### src/rtl/cfu_mac_seq.sv
// rtl/cfu_mac_seq.sv - command sequencer driving the CFU offset/accumulator register block
// Optional build macro: CFU_MAC_SEQ_SKIP_ZERO_EN (MAC4 visits only lanes with a nonzero filter byte)
module cfu_mac_seq #(
    parameter bit IN_SIGNED  = 1'b1,
    parameter bit FLT_SIGNED = 1'b1
) (
    input  logic        clk,
    input  logic        reset,
    input  logic        cmd_valid,
    output logic        cmd_ready,
    input  logic [2:0]  cmd_funct3,
    input  logic [31:0] cmd_in0,
    input  logic [31:0] cmd_in1,
    output logic        rsp_valid,
    input  logic        rsp_ready,
    output logic [31:0] rsp_data,
    output logic        flag_write_offset,
    output logic        flag_add_acc,
    output logic        flag_clear_acc,
    output logic [31:0] reg_value,
    input  logic [31:0] offset,
    input  logic [31:0] acc
);

    typedef enum logic [1:0] {
        IDLE = 2'd0,
        OP   = 2'd1,
        MAC  = 2'd2,
        RESP = 2'd3
    } state_t;

    localparam logic [2:0] F_WR_OFFSET = 3'd0;
    localparam logic [2:0] F_CLR_ACC   = 3'd1;
    localparam logic [2:0] F_MAC4      = 3'd2;

    state_t      state;
    state_t      state_nxt;
    logic [2:0]  op_q;
    logic [31:0] in0_q;
    logic [31:0] in1_q;
    logic        accept;
    logic [1:0]  lane;
    logic        last_lane;
    logic        mac_skip_all;

    logic [7:0]  in_byte;
    logic [7:0]  flt_byte;
    logic [31:0] in_ext;
    logic [31:0] flt_ext;
    logic [31:0] lane_sum;
    logic [31:0] lane_term;

    assign cmd_ready = (state == IDLE);
    assign accept    = cmd_valid && cmd_ready;

`ifdef CFU_MAC_SEQ_SKIP_ZERO_EN
    logic [3:0] todo_q;
    logic [3:0] todo_left;
    logic [3:0] cmd_nz;

    assign cmd_nz = {|cmd_in1[31:24], |cmd_in1[23:16], |cmd_in1[15:8], |cmd_in1[7:0]};

    // Priority encoder: lowest lane still waiting to be accumulated
    always_comb begin
        lane = 2'd0;
        if (todo_q[0])      lane = 2'd0;
        else if (todo_q[1]) lane = 2'd1;
        else if (todo_q[2]) lane = 2'd2;
        else if (todo_q[3]) lane = 2'd3;
    end

    assign todo_left    = todo_q & ~(4'b0001 << lane);
    assign last_lane    = (todo_left == 4'b0000);
    assign mac_skip_all = (cmd_nz == 4'b0000);

    // Remaining-lane mask: loaded on accept, one lane retired per MAC cycle
    always_ff @(posedge clk) begin
        if (reset) begin
            todo_q <= 4'b0000;
        end else if (accept) begin
            todo_q <= cmd_nz;
        end else if (state == MAC) begin
            todo_q <= todo_left;
        end
    end
`else
    logic [1:0] lane_q;

    assign lane         = lane_q;
    assign last_lane    = (lane_q == 2'd3);
    assign mac_skip_all = 1'b0;

    // Lane counter: restarts at 0 on accept, steps once per MAC cycle
    always_ff @(posedge clk) begin
        if (reset) begin
            lane_q <= 2'd0;
        end else if (accept) begin
            lane_q <= 2'd0;
        end else if (state == MAC) begin
            lane_q <= lane_q + 2'd1;
        end
    end
`endif

    // Operand latches captured on the accepting edge
    always_ff @(posedge clk) begin
        if (reset) begin
            op_q  <= 3'd0;
            in0_q <= 32'd0;
            in1_q <= 32'd0;
        end else if (accept) begin
            op_q  <= cmd_funct3;
            in0_q <= cmd_in0;
            in1_q <= cmd_in1;
        end
    end

    // Per-lane term; the offset is taken live from the register block
    assign in_byte   = in0_q[{lane, 3'b000} +: 8];
    assign flt_byte  = in1_q[{lane, 3'b000} +: 8];
    assign in_ext    = {{24{IN_SIGNED & in_byte[7]}}, in_byte};
    assign flt_ext   = {{24{FLT_SIGNED & flt_byte[7]}}, flt_byte};
    assign lane_sum  = in_ext + offset;
    assign lane_term = lane_sum * flt_ext;

    // State register
    always_ff @(posedge clk) begin
        if (reset) begin
            state <= IDLE;
        end else begin
            state <= state_nxt;
        end
    end

    // Next state and decoded strobes; reset silences every strobe so an abandoned MAC adds nothing more
    always_comb begin
        state_nxt         = state;
        flag_write_offset = 1'b0;
        flag_clear_acc    = 1'b0;
        flag_add_acc      = 1'b0;
        reg_value         = 32'd0;
        rsp_valid         = 1'b0;
        rsp_data          = 32'd0;

        case (state)
            IDLE: begin
                if (accept) begin
                    case (cmd_funct3)
                        F_WR_OFFSET, F_CLR_ACC: state_nxt = OP;
                        F_MAC4:                 state_nxt = mac_skip_all ? RESP : MAC;
                        default:                state_nxt = RESP;
                    endcase
                end
            end
            OP: begin
                state_nxt = RESP;
                if (!reset) begin
                    if (op_q == F_WR_OFFSET) begin
                        flag_write_offset = 1'b1;
                        reg_value         = in0_q;
                    end else if (op_q == F_CLR_ACC) begin
                        flag_clear_acc = 1'b1;
                    end
                end
            end
            MAC: begin
                if (last_lane) begin
                    state_nxt = RESP;
                end
                if (!reset) begin
                    flag_add_acc = 1'b1;
                    reg_value    = lane_term;
                end
            end
            RESP: begin
                if (rsp_ready) begin
                    state_nxt = IDLE;
                end
                if (!reset) begin
                    rsp_valid = 1'b1;
                    rsp_data  = (op_q == F_WR_OFFSET) ? offset : acc;
                end
            end
        endcase
    end

endmodule
### config.mk
export PLATFORM = sky130hd
export DESIGN_NAME = cfu_mac_seq
export DESIGN_NICKNAME = d
export VERILOG_FILES = /design/src/rtl/cfu_mac_seq.sv
export SDC_FILE = /design/constraint.sdc
export NUM_CORES = 1
export LEC_CHECK = 0
export ABC_AREA = 1
export BUFFER_PORTS_ARGS = -buffer_cell sky130_fd_sc_hd__clkbuf_2
export CAP_MARGIN = 20
export CELL_PAD_IN_SITES_DETAIL_PLACEMENT = 0
export CELL_PAD_IN_SITES_GLOBAL_PLACEMENT = 2
export CORE_MARGIN = 2
export CORE_UTILIZATION = 35
export CTS_CLUSTER_SIZE = 16
export DETAILED_ROUTE_END_ITERATION = 16
export GPL_TIMING_DRIVEN = 0
export PLACE_DENSITY = 0.89
export SLEW_MARGIN = 10
export SYNTH_ARGS = -nofsm -noshare
export SYNTH_HDL_FRONTEND = slang
export SYNTH_SLANG_ARGS = --single-unit
### constraint.sdc
create_clock -name clk -period 14.9 [get_ports clk]
set_input_delay 2.98 -clock clk [delete_from_list [all_inputs] [get_ports clk]]
set_output_delay 2.98 -clock clk [all_outputs]
set_load 0.02 [all_outputs]
==> results.tsv <==
stage	metric	value	unit
cts	clk_lat worst skew	340	ps
global_route	initial antenna violation count	0	
placement	# port buffers	203	
global_route	largest net degree at the start of global routing	25	
placement	Post-Place Cells	2767	
cts	H-tree depth	3	
placement	routability cong.	0.8813	
sta	setup_tns	0	ps
floorplanning	Die Height	198.6	um
global_route	met3 GRT Util	0.01475	
global_route	met1 Usage GRT	0.3167	
layout	area delta synth->final	15.25	%
floorplanning	num rows	71	
logic_synthesis	Post-Syn Area	0.01325	mm2
drt	DR vias	13100	
global_route	overall global routing resource usage	0.2345	
logic_synthesis	Post-Syn Instances	2053	
critical_path	crit path DAT	9750	ps
cts	clock tree buffer depth	2	
global_route	first-pass GRT wire length	72040	um
sta	clock skew	12.40	ps
sta	final setup fails	0	
drt	DRC viols	0	
sta	final hold vios	0	
critical_path	CP peak stage delay	520	ps
critical_path	worst-path maximum fanout	7	
drt	vias per cell	4.706	
drt	1st-pass router iterations	5	
cts	root buffer cell	clkbuf_16	
floorplanning	die footprint	0.03944	mm2
sta	Slew Limit Fails	0	
critical_path	CP endpoint kind	primary output	
worst_hold_path	Min-Delay Path Class	reg2reg	
sta	Tcrit/Tclk final	0.8544	
floorplanning	core footprint	0.03749	mm2
run	max-cap viol count	0	
global_route	vias in the first global route	13530	
global_route	met2 usage	0.4038	
logic_synthesis	register bit total from synthesis	71	
layout	commonest non-fill, non-tap cell in the layout	nor2_1	
drt	WL final	44210	um
global_route	grt peak-use layer	met2	
cts	Num Clock Sinks	71	
sta	max-slew headroom at the worst pin	0.3214	
critical_path	Critical Path RT	11920	ps
cts	Num CTS Buffers	9	
outcome	run status	finished clean	
cts	Reg clk slew, reported paths	60	ps
cts	Post-CTS Hold Fix Bufs	0	
placement	DP HPWL	38850	um
cts	post-CTS setup repair buffer count	0	
cts	post_cts resized	0	
logic_synthesis	Seq/Total Area, Yosys	0.1073	
drt	initial drt markers	733	
layout	most frequent cells in the layout	nor2_1 (444), inv_1 (395), nand2_1 (370), clkbuf_2 (203), fa_1 (158)	
logic_synthesis	Post-Syn Nets	2449	
sta	final worst slack	2170	ps
floorplanning	die width	198.6	um
sta	Final Critical Period	12730	ps
logic_synthesis	Synth warnings	0	
drt	Final ANT Viol Nets	0	
sta	Slew @ Worst Pin	1015	ps
layout	Finished Layout Cells	2783	
critical_path	Critical Setup Path Class	in2out	
global_route	GRT Residual Overflow	0	
layout	n_diodes	0	
layout	Nets	2663	
placement	pre-CTS setup slack	2162	ps
critical_path	Worst setup SP type	input port	
layout	layout cells sized above 1	0.1250	
logic_synthesis	post-synthesis cell type count	48	
sta	Fmax	78.55	MHz
cts	CTS tree	done	
critical_path	slowest CP cell	fa_1	
drt	wire length per cell	15.88	um
logic_synthesis	synthesized area per cell	6.455	um2
floorplanning	I/O pins	204	
critical_path	Worst path most repeated cell	nand2_1	
floorplanning	Initial Utilization	0.3535	
sta	unrepaired setup endpoints after global routing	false	
[path summary, 6_finish.rpt]
kind / endpoint / start / cells after the start / slack [ps]
max: reg_value[29] / offset[0] / 35 / 2170
min: in1_q[17]$_SDFFE_PP0P_ / in1_q[17]$_SDFFE_PP0P_ / 2 / 470
max reg2reg: in0_q[22]$_SDFFE_PP0P_ / state[0]$_SDFFE_PP0P_ / 7 / 12760
min reg2reg: in1_q[17]$_SDFFE_PP0P_ / in1_q[17]$_SDFFE_PP0P_ / 2 / 470
[cell families after synthesis]
group                      synth area share
and+or+nand+nor                      0.2843
buffers and inverters                0.1343
DFF                                  0.1073
adders and majority gates            0.3359
AOI/OAI and AO/OA                    0.1204
xor gates and xnor gates            0.01784
[cell usage after synthesis (all sizes together)]
cell	instances	area share
o21bai	3	0.0017
a21oi	108	0.042
nand2	388	0.11
a31oi	3	0.0014
o21ai	143	0.054
a221oi	3	0.0020
o31ai	2	0.0011
nor3	5	0.0019
ha	103	0.097
nor4	3	0.0014
clkbuf	52	0.015
o22ai	6	0.0028
nand3	56	0.023
o311ai	1	0.00066
o221ai	1	0.00066
nor2	453	0.13
a211oi	3	0.0017
dfxtp	71	0.11
buf	13	0.0052
inv	403	0.11
and2	3	0.0014
fa	158	0.24
a32o	2	0.0015
o211a	1	0.00076
clkinv	1	0.00028
a31o	1	0.00066
a32oi	3	0.0034
or2	20	0.0094
nand4	6	0.0028
nand3b	1	0.00057
a21boi	1	0.00057
xor2	22	0.015
a21o	5	0.0028
o21a	3	0.0017
xnor2	5	0.0033
o211ai	1	0.00094
[critical path, delay by kind of cell]
kind | cells | cell delay [ps]
XOR/XNOR | 1 | 320
adder cells (fa/ha/maj) | 7 | 2970
buffers and inverters | 8 | 940
AO/OA/AOI/OAI | 5 | 980
AND/OR/NAND/NOR | 14 | 1530
[sequential cells by signal (all words and copies together) (netlist names)]
name   count
in0_q     32
in1_q     32
lane       2
op_q       3
state      2
[metrics by stage]
step                      utilization  cell area, um2  hold WS (ps)
after global routing           0.4074           15270         489.6
after CTS                      0.4074           15270         463.2
after floorplan                     -           13250         429.7
after detailed placement       0.3977           14910         455.5
final                          0.4074           15270         467.6
after global placement         0.3977           14910         446.3
[layout make-up]
cell class	instances	area, um2
clock buffers	12	266.5
plain buffers	65	264.0
multi-input cells	1513	10050
clock inverters	4	98.84
repair buffers	203	1016
well taps	511	639.4
inverters	404	1516
fillers	4179	22220
flip-flops and latches	71	1421
[metal layers]
layer  share of wire  up-vias
met3           0.034       47
met4           0.026        0
met2            0.47      308
met1            0.47     6059
met5               0        -
li1                -     6683
Power is not shown: default switching activity piles up to over one toggle a cycle in this logic, so the estimate is an artifact.
